[src/rtl/pll_cfg_lock_ctrl.sv]
// pll_cfg_lock_ctrl
// Configuration and lock-supervision controller for the analog PLL macro.
// Divider settings arrive over a valid/ready handshake and are driven onto the
// PLL pins. After each non-bypass config the PLL reset is sequenced, then the
// FB tick rate is measured against REF in windows of DIVR+1 REF ticks. LOCK is
// raised after LOCK_WINDOWS consecutive good windows. A bad window while
// locked drops LOCK and sets the sticky LOCK_LOST flag. MAX_WINDOWS windows
// without lock trigger a RETRY pulse and a fresh PLL reset.
//
// Handshake: a configuration transfers on a rising CK edge where CFG_VALID and
// CFG_READY are both high. The requester holds CFG_VALID and the CFG_* payload
// stable until that edge. CFG_READY is registered and never depends on
// CFG_VALID in the same cycle.
module pll_cfg_lock_ctrl #(
    parameter int DIVF_W       = 8,
    parameter int DIVR_W       = 6,
    parameter int DIVQ_W       = 3,
    parameter int RESET_CYC    = 16,
    parameter int LOCK_WINDOWS = 4,
    parameter int TOL          = 2,
    parameter int MAX_WINDOWS  = 64
) (
    input  logic              CK,
    input  logic              RN,
    input  logic              CFG_VALID,
    output logic              CFG_READY,
    input  logic [DIVF_W-1:0] CFG_DIVF,
    input  logic [DIVR_W-1:0] CFG_DIVR,
    input  logic [DIVQ_W-1:0] CFG_DIVQ,
    input  logic              CFG_BYPASS,
    input  logic              REF_TICK,
    input  logic              FB_TICK,
    output logic              PLL_RESET,
    output logic [DIVF_W-1:0] DIVF,
    output logic [DIVR_W-1:0] DIVR,
    output logic [DIVQ_W-1:0] DIVQ,
    output logic              BYPASS,
    output logic              LOCK,
    output logic              LOCK_LOST,
    output logic              RETRY,
    output logic [2:0]        DBG_STATE
);

    // FB counter is two bits wider than DIVF so that overshoot is visible
    // before it saturates.
    localparam int FB_W   = DIVF_W + 2;
    localparam int RST_CW = (RESET_CYC > 1) ? $clog2(RESET_CYC) : 1;
    localparam int GOOD_W = (LOCK_WINDOWS > 0) ? $clog2(LOCK_WINDOWS + 1) : 1;
    localparam int WIN_W  = (MAX_WINDOWS > 0) ? $clog2(MAX_WINDOWS + 1) : 1;

    localparam logic [FB_W-1:0]   FB_MAX     = '1;
    localparam logic [RST_CW-1:0] RST_LAST   = RST_CW'(RESET_CYC - 1);
    localparam logic [GOOD_W-1:0] GOOD_LIMIT = GOOD_W'(LOCK_WINDOWS);
    localparam logic [WIN_W-1:0]  WIN_LIMIT  = WIN_W'(MAX_WINDOWS);
    localparam logic [FB_W-1:0]   FB_TOL     = FB_W'(TOL);

    typedef enum logic [2:0] {
        S_IDLE   = 3'd0,
        S_RST    = 3'd1,
        S_ACQ    = 3'd2,
        S_LOCKED = 3'd3,
        S_BYP    = 3'd4
    } state_t;

    state_t              state_q, state_d;
    logic                cfg_ready_q, cfg_ready_d;
    logic                pll_reset_q, pll_reset_d;
    logic [DIVF_W-1:0]   divf_q, divf_d;
    logic [DIVR_W-1:0]   divr_q, divr_d;
    logic [DIVQ_W-1:0]   divq_q, divq_d;
    logic                bypass_q, bypass_d;
    logic                lock_q, lock_d;
    logic                lock_lost_q, lock_lost_d;
    logic                retry_q, retry_d;
    logic [RST_CW-1:0]   rst_cnt_q, rst_cnt_d;
    logic [DIVR_W-1:0]   ref_cnt_q, ref_cnt_d;
    logic [FB_W-1:0]     fb_cnt_q, fb_cnt_d;
    logic [GOOD_W-1:0]   good_cnt_q, good_cnt_d;
    logic [WIN_W-1:0]    win_cnt_q, win_cnt_d;

    // Window measurement results for the current cycle.
    logic                accept;
    logic                win_close;
    logic                win_good;
    logic [FB_W-1:0]     fb_inc;
    logic [FB_W-1:0]     fb_exp;
    logic [FB_W-1:0]     fb_err;
    logic [DIVR_W-1:0]   meas_ref_d;
    logic [FB_W-1:0]     meas_fb_d;
    logic [GOOD_W-1:0]   good_inc;
    logic [WIN_W-1:0]    win_inc;

    assign accept = CFG_VALID && cfg_ready_q;

    // Window measurement: count FB ticks (saturating), detect the closing REF
    // tick, and grade the finished window against DIVF+1 within TOL.
    always_comb begin
        fb_inc = fb_cnt_q;
        if (FB_TICK && (fb_cnt_q != FB_MAX)) begin
            fb_inc = fb_cnt_q + FB_W'(1);
        end
        win_close = REF_TICK && (ref_cnt_q == divr_q);
        fb_exp    = FB_W'(divf_q) + FB_W'(1);
        if (fb_inc >= fb_exp) begin
            fb_err = fb_inc - fb_exp;
        end else begin
            fb_err = fb_exp - fb_inc;
        end
        win_good = (fb_err <= FB_TOL);

        // A closing tick restarts both counters; the FB tick on that same
        // cycle already went into the window being graded.
        meas_ref_d = ref_cnt_q;
        meas_fb_d  = fb_inc;
        if (REF_TICK) begin
            if (win_close) begin
                meas_ref_d = '0;
                meas_fb_d  = '0;
            end else begin
                meas_ref_d = ref_cnt_q + DIVR_W'(1);
            end
        end

        good_inc = good_cnt_q + GOOD_W'(1);
        win_inc  = win_cnt_q + WIN_W'(1);
    end

    // Next-state and output decode for the sequencing FSM.
    always_comb begin
        state_d     = state_q;
        pll_reset_d = pll_reset_q;
        divf_d      = divf_q;
        divr_d      = divr_q;
        divq_d      = divq_q;
        bypass_d    = bypass_q;
        lock_d      = lock_q;
        lock_lost_d = lock_lost_q;
        retry_d     = 1'b0;
        rst_cnt_d   = rst_cnt_q;
        ref_cnt_d   = ref_cnt_q;
        fb_cnt_d    = fb_cnt_q;
        good_cnt_d  = good_cnt_q;
        win_cnt_d   = win_cnt_q;

        case (state_q)
            S_IDLE: begin
                pll_reset_d = 1'b1;
                lock_d      = 1'b0;
            end

            S_BYP: begin
                pll_reset_d = 1'b1;
                lock_d      = 1'b1;
            end

            S_RST: begin
                pll_reset_d = 1'b1;
                if (rst_cnt_q == RST_LAST) begin
                    pll_reset_d = 1'b0;
                    state_d     = S_ACQ;
                    ref_cnt_d   = '0;
                    fb_cnt_d    = '0;
                    good_cnt_d  = '0;
                    win_cnt_d   = '0;
                end else begin
                    rst_cnt_d = rst_cnt_q + RST_CW'(1);
                end
            end

            S_ACQ: begin
                ref_cnt_d = meas_ref_d;
                fb_cnt_d  = meas_fb_d;
                if (win_close) begin
                    win_cnt_d = win_inc;
                    if (win_good) begin
                        good_cnt_d = good_inc;
                    end else begin
                        good_cnt_d = '0;
                    end
                    if (win_good && (good_inc == GOOD_LIMIT)) begin
                        state_d = S_LOCKED;
                        lock_d  = 1'b1;
                    end else if (win_inc == WIN_LIMIT) begin
                        // Acquisition timed out: pulse RETRY and re-run reset.
                        retry_d     = 1'b1;
                        state_d     = S_RST;
                        pll_reset_d = 1'b1;
                        rst_cnt_d   = '0;
                    end
                end
            end

            S_LOCKED: begin
                ref_cnt_d = meas_ref_d;
                fb_cnt_d  = meas_fb_d;
                if (win_close && !win_good) begin
                    state_d     = S_ACQ;
                    lock_d      = 1'b0;
                    lock_lost_d = 1'b1;
                    good_cnt_d  = '0;
                    win_cnt_d   = '0;
                end
            end

            default: begin
                state_d = S_IDLE;
            end
        endcase

        // An accepted configuration overrides whatever the window logic chose.
        if (accept) begin
            divf_d      = CFG_DIVF;
            divr_d      = CFG_DIVR;
            divq_d      = CFG_DIVQ;
            bypass_d    = CFG_BYPASS;
            lock_d      = 1'b0;
            lock_lost_d = 1'b0;
            retry_d     = 1'b0;
            pll_reset_d = 1'b1;
            rst_cnt_d   = '0;
            state_d     = CFG_BYPASS ? S_BYP : S_RST;
        end

        cfg_ready_d = (state_d == S_IDLE) || (state_d == S_LOCKED) ||
                      (state_d == S_BYP);
    end

    // State and output registers; reset forces the safe PLL-held-in-reset values.
    always_ff @(posedge CK or negedge RN) begin
        if (!RN) begin
            state_q     <= S_IDLE;
            cfg_ready_q <= 1'b1;
            pll_reset_q <= 1'b1;
            divf_q      <= '0;
            divr_q      <= '0;
            divq_q      <= '0;
            bypass_q    <= 1'b0;
            lock_q      <= 1'b0;
            lock_lost_q <= 1'b0;
            retry_q     <= 1'b0;
            rst_cnt_q   <= '0;
            ref_cnt_q   <= '0;
            fb_cnt_q    <= '0;
            good_cnt_q  <= '0;
            win_cnt_q   <= '0;
        end else begin
            state_q     <= state_d;
            cfg_ready_q <= cfg_ready_d;
            pll_reset_q <= pll_reset_d;
            divf_q      <= divf_d;
            divr_q      <= divr_d;
            divq_q      <= divq_d;
            bypass_q    <= bypass_d;
            lock_q      <= lock_d;
            lock_lost_q <= lock_lost_d;
            retry_q     <= retry_d;
            rst_cnt_q   <= rst_cnt_d;
            ref_cnt_q   <= ref_cnt_d;
            fb_cnt_q    <= fb_cnt_d;
            good_cnt_q  <= good_cnt_d;
            win_cnt_q   <= win_cnt_d;
        end
    end

    assign CFG_READY = cfg_ready_q;
    assign PLL_RESET = pll_reset_q;
    assign DIVF      = divf_q;
    assign DIVR      = divr_q;
    assign DIVQ      = divq_q;
    assign BYPASS    = bypass_q;
    assign LOCK      = lock_q;
    assign LOCK_LOST = lock_lost_q;
    assign RETRY     = retry_q;
    assign DBG_STATE = state_q;

endmodule
[config.mk]
export PLATFORM = sky130hd
export DESIGN_NAME = pll_cfg_lock_ctrl
export DESIGN_NICKNAME = d
export VERILOG_FILES = /design/src/rtl/pll_cfg_lock_ctrl.sv
export SDC_FILE = /design/constraint.sdc
export NUM_CORES = 1
export LEC_CHECK = 0
export BUFFER_PORTS_ARGS = -buffer_cell sky130_fd_sc_hd__buf_2
export CAP_MARGIN = 20
export CORE_MARGIN = 2
export CORE_UTILIZATION = 40
export DETAILED_ROUTE_END_ITERATION = 6
export PLACE_DENSITY_LB_ADDON = 0.08
export SLEW_MARGIN = 40
export SYNTH_ARGS = -nofsm -noshare
export SYNTH_HDL_FRONTEND = slang
export SYNTH_SLANG_ARGS = --single-unit
[constraint.sdc]
create_clock -name CK -period 5.9 [get_ports CK]
set_input_delay 0.885 -clock CK [delete_from_list [all_inputs] [get_ports CK]]
set_output_delay 0.885 -clock CK [all_outputs]
set_load 0.03 [all_outputs]
==> results of run 1 <==
==> layer usage <==
metal / global-route usage, % / vias up / share of wire [%]
met5: 0 / - / 0
met4: 3.525 / 0 / 0.81
met3: 2.614 / 8 / 4.9
met2: 32.28 / 86 / 45
met1: 29.86 / 1780 / 49
li1: - / 1894 / -
==> through the flow <==
step	cells	utilization, %	area [um^2]	hold slack (ps)
final	688	45.80	4728	495.1
after global routing	688	45.80	4728	504.5
after CTS	687	45.52	4700	495.0
after detailed placement	679	44.61	4606	462.2
after global placement	679	44.61	4606	455.9
after floorplan	507	-	4262	466.8
==> cell type report <==
| class | count | share of cell area (%) |
|---|---|---|
| Multi-Input combinational cell | 401 | 55.89 |
| Inverter | 34 | 2.699 |
| Sequential cell | 56 | 29.69 |
| Tap cell | 136 | 3.599 |
| Timing Repair Buffer | 53 | 6.139 |
| Clock inverter | 1 | 0.1588 |
| Clock buffer | 7 | 1.826 |
==> Yosys cell counts, types with 5 or more instances <==
library cell / n
a21oi_1: 19
o21ai_0: 32
o31ai_1: 5
xor2_1: 13
dfrtp_1: 54
inv_1: 34
nand4_1: 7
o211ai_1: 5
and3_1: 7
nor3_1: 12
xnor2_1: 12
ha_1: 22
a21o_1: 7
nor2_1: 31
clkbuf_1: 9
nand2b_1: 5
nand3_1: 23
and2_1: 6
nand2_1: 94
a211oi_1: 5
==> worst max-delay path, cell delays in order (launching register included) <==
cell and delay, ps:
dfrtp_1 460, ha_1 300, and4_1 310, nand3_1 220, nand2_1 230, mux2i_1 460
ha_1 330, and2b_2 210, o21ai_0 220, o2111ai_1 200, a2111oi_0 490, nor3_1 120
a31o_1 250, or4b_4 540, a21boi_2 180, o22a_2 300, mux2_4 320
==> power by group through the flow <==
stage | Combinational (mW) | Sequential [mW] | Clock [mW]
after floorplan | 1.04 | 0.744 | 0
after global placement | 1.49 | 0.640 | 0
after detailed placement | 1.49 | 0.642 | 0
after CTS | 1.50 | 0.637 | 0.238
after global routing | 1.69 | 0.659 | 0.251
final | 1.51 | 0.638 | 0.227
==> worst min path at each step <==
stage | depth (start not counted) | endpoint | slack, ps
3_3_place_gp | 2 | DIVQ[1] | 460
6_report | 2 | DIVR[5] | 500
4_1_cts | 2 | DIVQ[1] | 500
5_1_grt | 2 | fb_cnt_q[8] | 500
3_5_place_dp | 2 | DIVQ[1] | 460
2_1_floorplan | 1 | rst_cnt_q[0] | 470
==> cells by family after synthesis <==
| family | Yosys count | synth area share, % |
|---|---|---|
| flip-flops | 56 | 32.94 |
| adder cells (fa/ha/maj) | 24 | 7.399 |
| XOR/XNOR | 28 | 6.694 |
| AND/OR/NAND/NOR | 220 | 25.60 |
| buffers and inverters | 50 | 5.255 |
| AO/OA/AOI/OAI | 123 | 20.55 |
| multiplexers | 6 | 1.556 |
==> registers in the layout, summed over array words and instances, names as in the netlist <==
signal      count
DIVR            6
rst_cnt_q       4
CFG_READY       1
fb_cnt_q       10
BYPASS          1
RETRY           1
win_cnt_q       7
ref_cnt_q       6
LOCK_LOST       1
PLL_RESET       1
good_cnt_q      3
DIVQ            3
LOCK            1
DIVF            8
DBG_STATE       3
==> impl_metrics.env, run 1 <==
export IMPL_p_leak_nw=2.215
export IMPL_yosysTopAreaCellShare_pct=31.71
export IMPL_rsz0062_at_grt="false"
export IMPL_cp_max_fo=10
export IMPL_overflow=0
export IMPL_min_path_type="input port to asynchronous set/reset pin"
export IMPL_grt_pass1_vias=3726
export IMPL_swShare_pct=50.65
export IMPL_ios=49
export IMPL_die_y_um=107.2
export IMPL_p_per_area_nw_per_um2=501.3
export IMPL_num_antenna_cells=0
export IMPL_crit_start="fb_cnt_q[0]"
export IMPL_gp_congestion=0.9026
export IMPL_ant_nets=0
export IMPL_dieArea_um2=11500
export IMPL_worstSetupPathType="flip-flop to flip-flop"
export IMPL_start_kind="flip-flop"
export IMPL_final_fill_count=1041
export IMPL_internal_power_mw=1.170
export IMPL_grt_pass1_wl_um=18800
export IMPL_worst_pin_slew_ps=624.7
export IMPL_fin_total_pwr_mw=2.370
export IMPL_ys_seq_area_share_pct=32.94
export IMPL_drc=0
export IMPL_reg2reg_slack_ps=660
export IMPL_cts_made_buffers=5
export IMPL_multi_input_area_um2=2643
export IMPL_mostFrequentLayoutCell="nand2_1"
export IMPL_min_period_ps=5236
export IMPL_worstRegToRegCells=16
export IMPL_fmax_mhz=191.0
export IMPL_post_cts_buffers=0
export IMPL_num_rows=37
export IMPL_maxCapViolCount=0
export IMPL_power_share_combinational_pct=63.5
export IMPL_vias=3768
export IMPL_antenna_found_initial=0
export IMPL_dp_slack_ps=682.4
export IMPL_design_core_area_um2=10320
export IMPL_yosys_warnings=0
export IMPL_status="finished, final reports clean"
export IMPL_io_buffers=48
export IMPL_ir_drop_v=0.0002116
export IMPL_drt_first_pass_iters=4
export IMPL_clock_latency_ps=310
export IMPL_ys_ff_latch=56
export IMPL_cts_hold_buffers=0
export IMPL_r2r_end="good_cnt_q[0]"
export IMPL_clock_root_buffer="clkbuf_8"
export IMPL_netlist_area_um2=4262
export IMPL_clk_pin_slew_worst_paths_ps=100
export IMPL_nets=598
export IMPL_r2r_start="fb_cnt_q[0]"
export IMPL_timing_slew_headroom_pct=57.97
export IMPL_p_switching_mw=1.201
export IMPL_crit_path_end="good_cnt_q[0]"
export IMPL_cts_resized=0
export IMPL_drtIter0Drc=248
export IMPL_syn_avg_cell_area_um2=8.405
export IMPL_setup_ws_ps=664.1
export IMPL_grt_max_degree=57
export IMPL_h_tree_depth=2
export IMPL_synth_edf_count=0
export IMPL_clock_sinks=56
export IMPL_drv_slew=0
export IMPL_fp_dieW_um=107.2
export IMPL_async_flop_share_pct=100.0
export IMPL_syn_nets=554
export IMPL_synth_area_leaders="dfrtp_1, nand2_1, ha_1, o21ai_0, inv_1"
export IMPL_seqPwrFrac_pct=26.9
export IMPL_cts_tree="built"
export IMPL_drt_total_wl_um=10950
export IMPL_drive_gt1_share_pct=17.93
export IMPL_syn_inst=507
export IMPL_cts_max_path_buffers=2
export IMPL_clockPowerShare_pct=9.6
export IMPL_area_growth_pct=10.95
export IMPL_hold_viol_final=0
export IMPL_endpoint_kind="flip-flop"
export IMPL_crit_arrival_ps=5440
export IMPL_period_share_pct=88.74
export IMPL_setup_tns_ps=0
export IMPL_start_util_pct=41.28
export IMPL_globalRouteTotalUtil_pct=20.32
export IMPL_most_common_layout_cells="nand2_1, dfrtp_1, buf_2"
export IMPL_synthFlopType="dfrtp_1"
export IMPL_cp_required_ps=6110
export IMPL_vias_per_cell=5.477
export IMPL_regArea_um2=1404
export IMPL_ys_types=88
export IMPL_dp_final_hpwl_um=8455
export IMPL_clock_skew_ps=6.012
export IMPL_setup_viol=0
export IMPL_synth_top_area_cell="dfrtp_1"
export IMPL_drt_wirelength_per_cell_um=15.91
(Power assumes the default switching activity.)
==> inputs of run 2 (changes only) <==
--- a/config.mk
+++ b/config.mk
@@ -6,9 +6,11 @@
 export NUM_CORES = 1
 export LEC_CHECK = 0
 export BUFFER_PORTS_ARGS = -buffer_cell sky130_fd_sc_hd__buf_2
-export CAP_MARGIN = 20
+export CAP_MARGIN = 30
+export CELL_PAD_IN_SITES_DETAIL_PLACEMENT = 2
+export CELL_PAD_IN_SITES_GLOBAL_PLACEMENT = 2
 export CORE_MARGIN = 2
-export CORE_UTILIZATION = 40
+export CORE_UTILIZATION = 36
 export DETAILED_ROUTE_END_ITERATION = 6
 export PLACE_DENSITY_LB_ADDON = 0.08
 export SLEW_MARGIN = 40
==> run 2 against run 1 <==
  * Non-clock buffer count shrank 2
  * Hold slack lost 12 ps
  * Register-to-register slack lost 310 ps
  * Final area grew 1.1%
==> impl_metrics.env, run 2 (synthesis results as in run 1) <==
export IMPL_cts_hold_buffers=0
export IMPL_cts_made_buffers=5
export IMPL_num_rows=39
export IMPL_fmax_mhz=180.3
export IMPL_start_util_pct=37.16
export IMPL_most_common_layout_cells="nand2_1, dfrtp_1, buf_2"
export IMPL_finish_instance_area_um2=4780
export IMPL_ir_drop_v=0.0002541
export IMPL_drv_slew=0
export IMPL_p_leak_nw=2.236
export IMPL_grt_max_degree=57
export IMPL_worstSetupPathType="flip-flop to flip-flop"
export IMPL_r2r_start="fb_cnt_q[0]"
export IMPL_whs_path_depth=2
export IMPL_clock_sinks=56
export IMPL_dp_final_hpwl_um=10660
export IMPL_min_to="DIVQ[0]"
export IMPL_period_share_pct=94.01
export IMPL_r2r_end="good_cnt_q[0]"
export IMPL_cts_resized=0
export IMPL_dieArea_um2=12720
export IMPL_ios=49
export IMPL_rsz0062_at_grt="false"
export IMPL_post_cts_buffers=0
export IMPL_placed_cell_area_um2=4608
export IMPL_setup_viol=0
export IMPL_mostFrequentLayoutCell="nand2_1"
export IMPL_grt_pass1_wl_um=22670
export IMPL_gp_congestion=0.8635
export IMPL_drive_gt1_share_pct=18.00
export IMPL_reg2reg_slack_ps=350
export IMPL_drtIter0Drc=129
export IMPL_nets=596
export IMPL_design_core_area_um2=11470
export IMPL_p_per_area_nw_per_um2=532.2
export IMPL_start_kind="flip-flop"
export IMPL_clock_root_buffer="clkbuf_16"
export IMPL_largest_reg_flops=10
export IMPL_clock_latency_ps=310
export IMPL_min_period_ps=5546
export IMPL_cts_tree="built"
export IMPL_vias_per_cell=5.671
export IMPL_min_path_type="flip-flop to flip-flop"
export IMPL_regMostFlops="fb_cnt_q"
export IMPL_die_y_um=112.8
export IMPL_cp_max_fo=10
export IMPL_fin_total_pwr_mw=2.543
export IMPL_ant_nets=0
export IMPL_io_buffers=48
export IMPL_clock_skew_ps=6.519
export IMPL_drt_first_pass_iters=4
export IMPL_setup_tns_ps=0
export IMPL_drt_total_wl_um=13490
export IMPL_worst_pin_slew_ps=680.3
export IMPL_worstHoldStart="DIVQ[0]"
export IMPL_drt_wirelength_per_cell_um=19.46
export IMPL_h_tree_depth=2
export IMPL_clk_pin_slew_worst_paths_ps=80
export IMPL_grt_pass1_vias=4295
export IMPL_cts_max_path_buffers=2
export IMPL_vias=3930
export IMPL_drc=0
export IMPL_maxCapViolCount=0
export IMPL_antenna_found_initial=0
export IMPL_crit_arrival_ps=5750
export IMPL_status="finished, final reports clean"
export IMPL_overflow=0
export IMPL_final_util_pct=41.68
export IMPL_globalRouteTotalUtil_pct=22.19
export IMPL_final_cells=693
export IMPL_area_growth_pct=12.15
export IMPL_hold_viol_final=0
export IMPL_timing_slew_headroom_pct=53.35
export IMPL_cp_required_ps=6100
export IMPL_endpoint_kind="flip-flop"
export IMPL_fp_dieW_um=112.8
export IMPL_dp_cells=685
export IMPL_num_antenna_cells=0
export IMPL_worstRegToRegCells=16
## run 2: how the worst max path moves through the flow
stage	from	endpoint	cells past startpoint
after floorplan	FB_TICK	good_cnt_q[0]	18
after global placement	fb_cnt_q[0]	good_cnt_q[0]	16
after detailed placement	fb_cnt_q[0]	good_cnt_q[0]	16
after CTS	fb_cnt_q[0]	good_cnt_q[0]	16
after global routing	fb_cnt_q[0]	good_cnt_q[0]	16
final	fb_cnt_q[0]	good_cnt_q[0]	16
## run 2: per-stage QoR
step | setup WS, ps | hold slack [ps]
5_1_grt | 84.04 | 524.0
4_1_cts | 399.2 | 487.8
6_report | 353.6 | 483.3
3_5_place_dp | 433.1 | 466.2
2_1_floorplan | 1200 | 466.8
3_3_place_gp | 727.9 | 452.8
## run 2: cell type report
type	count	area [um^2]
sequential	56	1404
inverter	34	127.6
tap	143	178.9
multi-input combinational	401	2644
fill	1309	6688
clock inverter	3	33.78
clock buffer	5	125.1
timing repair buffer	51	266.5
## run 2: power by group
group / internal (mW) / leakage, nW / switching (mW) / total, mW
logic: 0.578 / 1.48 / 0.994 / 1.57
registers: 0.494 / 0.680 / 0.150 / 0.644
clock network: 0.164 / 0.0772 / 0.164 / 0.328
total: 1.24 / 2.24 / 1.31 / 2.54
## run 2: per-layer routing
| layer | track usage (%) | routed length [um] | vias to the layer above |
|---|---|---|---|
| li1 | - | - | 1884 |
| met1 | 30.80 | 6641 | 1992 |
| met2 | 37.37 | 6401 | 47 |
| met3 | 3.267 | 329 | 7 |
| met4 | 3.821 | 115 | 0 |
| met5 | 0 | 0 | - |
## run 2: worst max-delay path, cell delays in order (launching register included)
cell and delay [ps]:
dfrtp_1 440, ha_1 310, and4_1 310, nand3_1 240, nand2_1 240, mux2i_1 510
ha_1 350, and2b_2 220, o21ai_0 260, o2111ai_1 210, a2111oi_0 590, nor3_1 150
a31o_1 260, or4b_4 530, a21boi_2 180, o22a_2 310, mux2_4 320
==> inputs of run 3 (changes only) <==
--- a/config.mk
+++ b/config.mk
@@ -5,13 +5,14 @@
 export SDC_FILE = /design/constraint.sdc
 export NUM_CORES = 1
 export LEC_CHECK = 0
-export BUFFER_PORTS_ARGS = -buffer_cell sky130_fd_sc_hd__buf_2
 export CAP_MARGIN = 30
 export CELL_PAD_IN_SITES_DETAIL_PLACEMENT = 2
 export CELL_PAD_IN_SITES_GLOBAL_PLACEMENT = 2
 export CORE_MARGIN = 2
-export CORE_UTILIZATION = 36
+export CORE_UTILIZATION = 39
 export DETAILED_ROUTE_END_ITERATION = 6
+export DONT_BUFFER_PORTS = 1
+export HOLD_SLACK_MARGIN = 0.06
 export PLACE_DENSITY_LB_ADDON = 0.08
 export SLEW_MARGIN = 40
 export SYNTH_ARGS = -nofsm -noshare
==> constraint.sdc (replaced) <==
create_clock -name CK -period 5.9 [get_ports CK]
set_input_delay 0.295 -clock CK [delete_from_list [all_inputs] [get_ports CK]]
set_output_delay 0.295 -clock CK [all_outputs]
set_load 0.03 [all_outputs]
==> run 3 against run 2 <==
  * Combinational power decreased by 14%
  * Maximum frequency increased by 2.7%
  * Clock power decreased by 29%
  * Count of clock-buffer cells in the layout unchanged
  * Hold slack got worse by 420 ps
  * Utilization increased by 0.27 points
  * Via count decreased by 3.3%
  * Flip-flop and latch count unchanged
  * Critical path depth unchanged
  * Final area decreased by 5.7%
  * Sequential power increased by 24%
  * Largest power group unchanged
==> impl_metrics.env, run 3 (synthesis results as in run 1) <==
export IMPL_status="finished, final reports clean"
export IMPL_clock_latency_ps=330
export IMPL_period_share_pct=91.53
export IMPL_grt_max_degree=57
export IMPL_num_rows=38
export IMPL_multi_input_area_um2=2638
export IMPL_area_growth_pct=5.784
export IMPL_setup_viol=0
export IMPL_clk_pin_slew_worst_paths_ps=110
export IMPL_hold_viol_final=0
export IMPL_wl_met1_um=6164
export IMPL_clock_sinks=56
export IMPL_largest_reg_flops=10
export IMPL_cp_max_fo=6
export IMPL_cts_made_buffers=5
export IMPL_gp_congestion=0.8782
export IMPL_worstSetupPathType="flip-flop to flip-flop"
export IMPL_dieArea_um2=11780
export IMPL_setup_tns_ps=0
export IMPL_drtIter0Drc=129
export IMPL_crit_slowest_cell="nor4_1"
export IMPL_cts_resized=0
export IMPL_worstPathCellList="ha_1, and4_1, nand3_1, nand2_1, mux2i_1, ha_1, and2b_2, o21ai_0, o2111ai_1, a2111oi_0, nor3_1, a31o_1, nor4_1, nor4_1, o21ba_2, o31a_1"
export IMPL_drt_total_wl_um=13310
export IMPL_start_util_pct=39.66
export IMPL_io_buffers=0
export IMPL_clock_skew_ps=5.776
export IMPL_final_util_pct=41.95
export IMPL_drt_wirelength_per_cell_um=20.64
export IMPL_timing_slew_headroom_pct=50.63
export IMPL_maxCapViolCount=0
export IMPL_regArea_um2=1404
export IMPL_grt_pass1_vias=4194
export IMPL_p_per_area_nw_per_um2=527.4
export IMPL_cts_max_path_buffers=2
export IMPL_min_path_type="input port to flip-flop"
export IMPL_num_antenna_cells=0
export IMPL_holdWs_ps=64.99
export IMPL_dp_cells=633
export IMPL_ir_drop_v=0.0002065
export IMPL_slowest_delay_ps=630
export IMPL_p_leak_nw=2.024
export IMPL_drt_first_pass_iters=5
export IMPL_wl_met3_um=525
export IMPL_design_core_area_um2=10750
export IMPL_final_cells=645
export IMPL_endpoint_kind="flip-flop"
export IMPL_placed_cell_area_um2=4357
export IMPL_drive_gt1_share_pct=9.901
export IMPL_fp_dieW_um=108.5
export IMPL_ios=49
export IMPL_wl_met2_um=6487
export IMPL_min_period_ps=5400
export IMPL_die_y_um=108.5
export IMPL_rsz0062_at_grt="false"
export IMPL_worstRegToRegCells=16
export IMPL_fmax_mhz=185.2
export IMPL_finish_instance_area_um2=4508
export IMPL_drc=0
export IMPL_vias=3801
export IMPL_final_fill_count=1272
export IMPL_overflow=0
export IMPL_crit_arrival_ps=5670
export IMPL_start_kind="flip-flop"
export IMPL_h_tree_depth=2
export IMPL_highest_layer="met4"
export IMPL_mostFrequentLayoutCell="nand2_1"
export IMPL_cts_tree="built"
export IMPL_nets=551
export IMPL_whs_path_depth=2
export IMPL_most_common_layout_cells="nand2_1, dfrtp_1, inv_1"
export IMPL_cp_required_ps=6170
export IMPL_ant_nets=0
export IMPL_vias_per_cell=5.893
export IMPL_worst_pin_slew_ps=733.8
export IMPL_drv_slew=0
export IMPL_grt_pass1_wl_um=22510
export IMPL_globalRouteTotalUtil_pct=24.51
export IMPL_regMostFlops="fb_cnt_q"
export IMPL_dp_final_hpwl_um=10290
export IMPL_clock_root_buffer="clkbuf_8"
export IMPL_antenna_found_initial=0
-- run 3: area by class of cell --
| class | instances | share of cell area [%] |
|---|---|---|
| Timing Repair Buffer | 6 | 1.610 |
| Clock inverter | 3 | 0.4996 |
| Multi-Input combinational cell | 401 | 58.51 |
| Sequential cell | 56 | 31.14 |
| Inverter | 34 | 2.831 |
| Clock buffer | 5 | 1.527 |
| Tap cell | 140 | 3.886 |
-- run 3: through the flow --
step	setup WS (ps)	total power, mW
6_report	499.8	2.378
5_1_grt	0.9575	2.591
4_1_cts	490.9	2.384
3_5_place_dp	530.1	2.128
3_3_place_gp	775.1	2.067
2_1_floorplan	1352	1.782
-- run 3: where the power goes --
group / switching [mW] / total, mW / internal [mW]
logic: 0.818 / 1.35 / 0.530
clock network: 0.147 / 0.233 / 0.0858
registers: 0.305 / 0.797 / 0.492
total: 1.27 / 2.38 / 1.11
-- run 3: timing repair --
action | in CTS | in global routing
hold endpoints to repair | 58 | 0
hold buffers | 4 | 0
buffers inserted | 0 | 0
-- run 3: final timing paths --
path / startpoint / slack (ps) / endpoint
setup / recovery: fb_cnt_q[0] / 500 / CFG_READY
hold / removal: CFG_DIVF[6] / 60 / DIVF[6]
setup reg to reg: fb_cnt_q[0] / 500 / CFG_READY
hold reg to reg: rst_cnt_q[0] / 520 / rst_cnt_q[0]
max in group asynchronous: RN / 5060 / CFG_READY
min in group asynchronous: RN / 540 / fb_cnt_q[1]
-- run 3: layer usage --
metal / up-vias / track usage, %
li1: 1791 / -
met3: 11 / 4.762
met1: 1945 / 32.72
met2: 54 / 41.43
met4: 0 / 4.670
met5: - / 0
-- run 3: worst max-delay path: cells and delay by family (launching register included) --
| kind | cells | cell delay (ps) |
|---|---|---|
| AO/OA/AOI/OAI | 6 | 1740 |
| adder cells (fa/ha/maj) | 2 | 650 |
| flip-flops | 1 | 460 |
| multiplexers | 1 | 510 |
| AND/OR/NAND/NOR | 7 | 1990 |
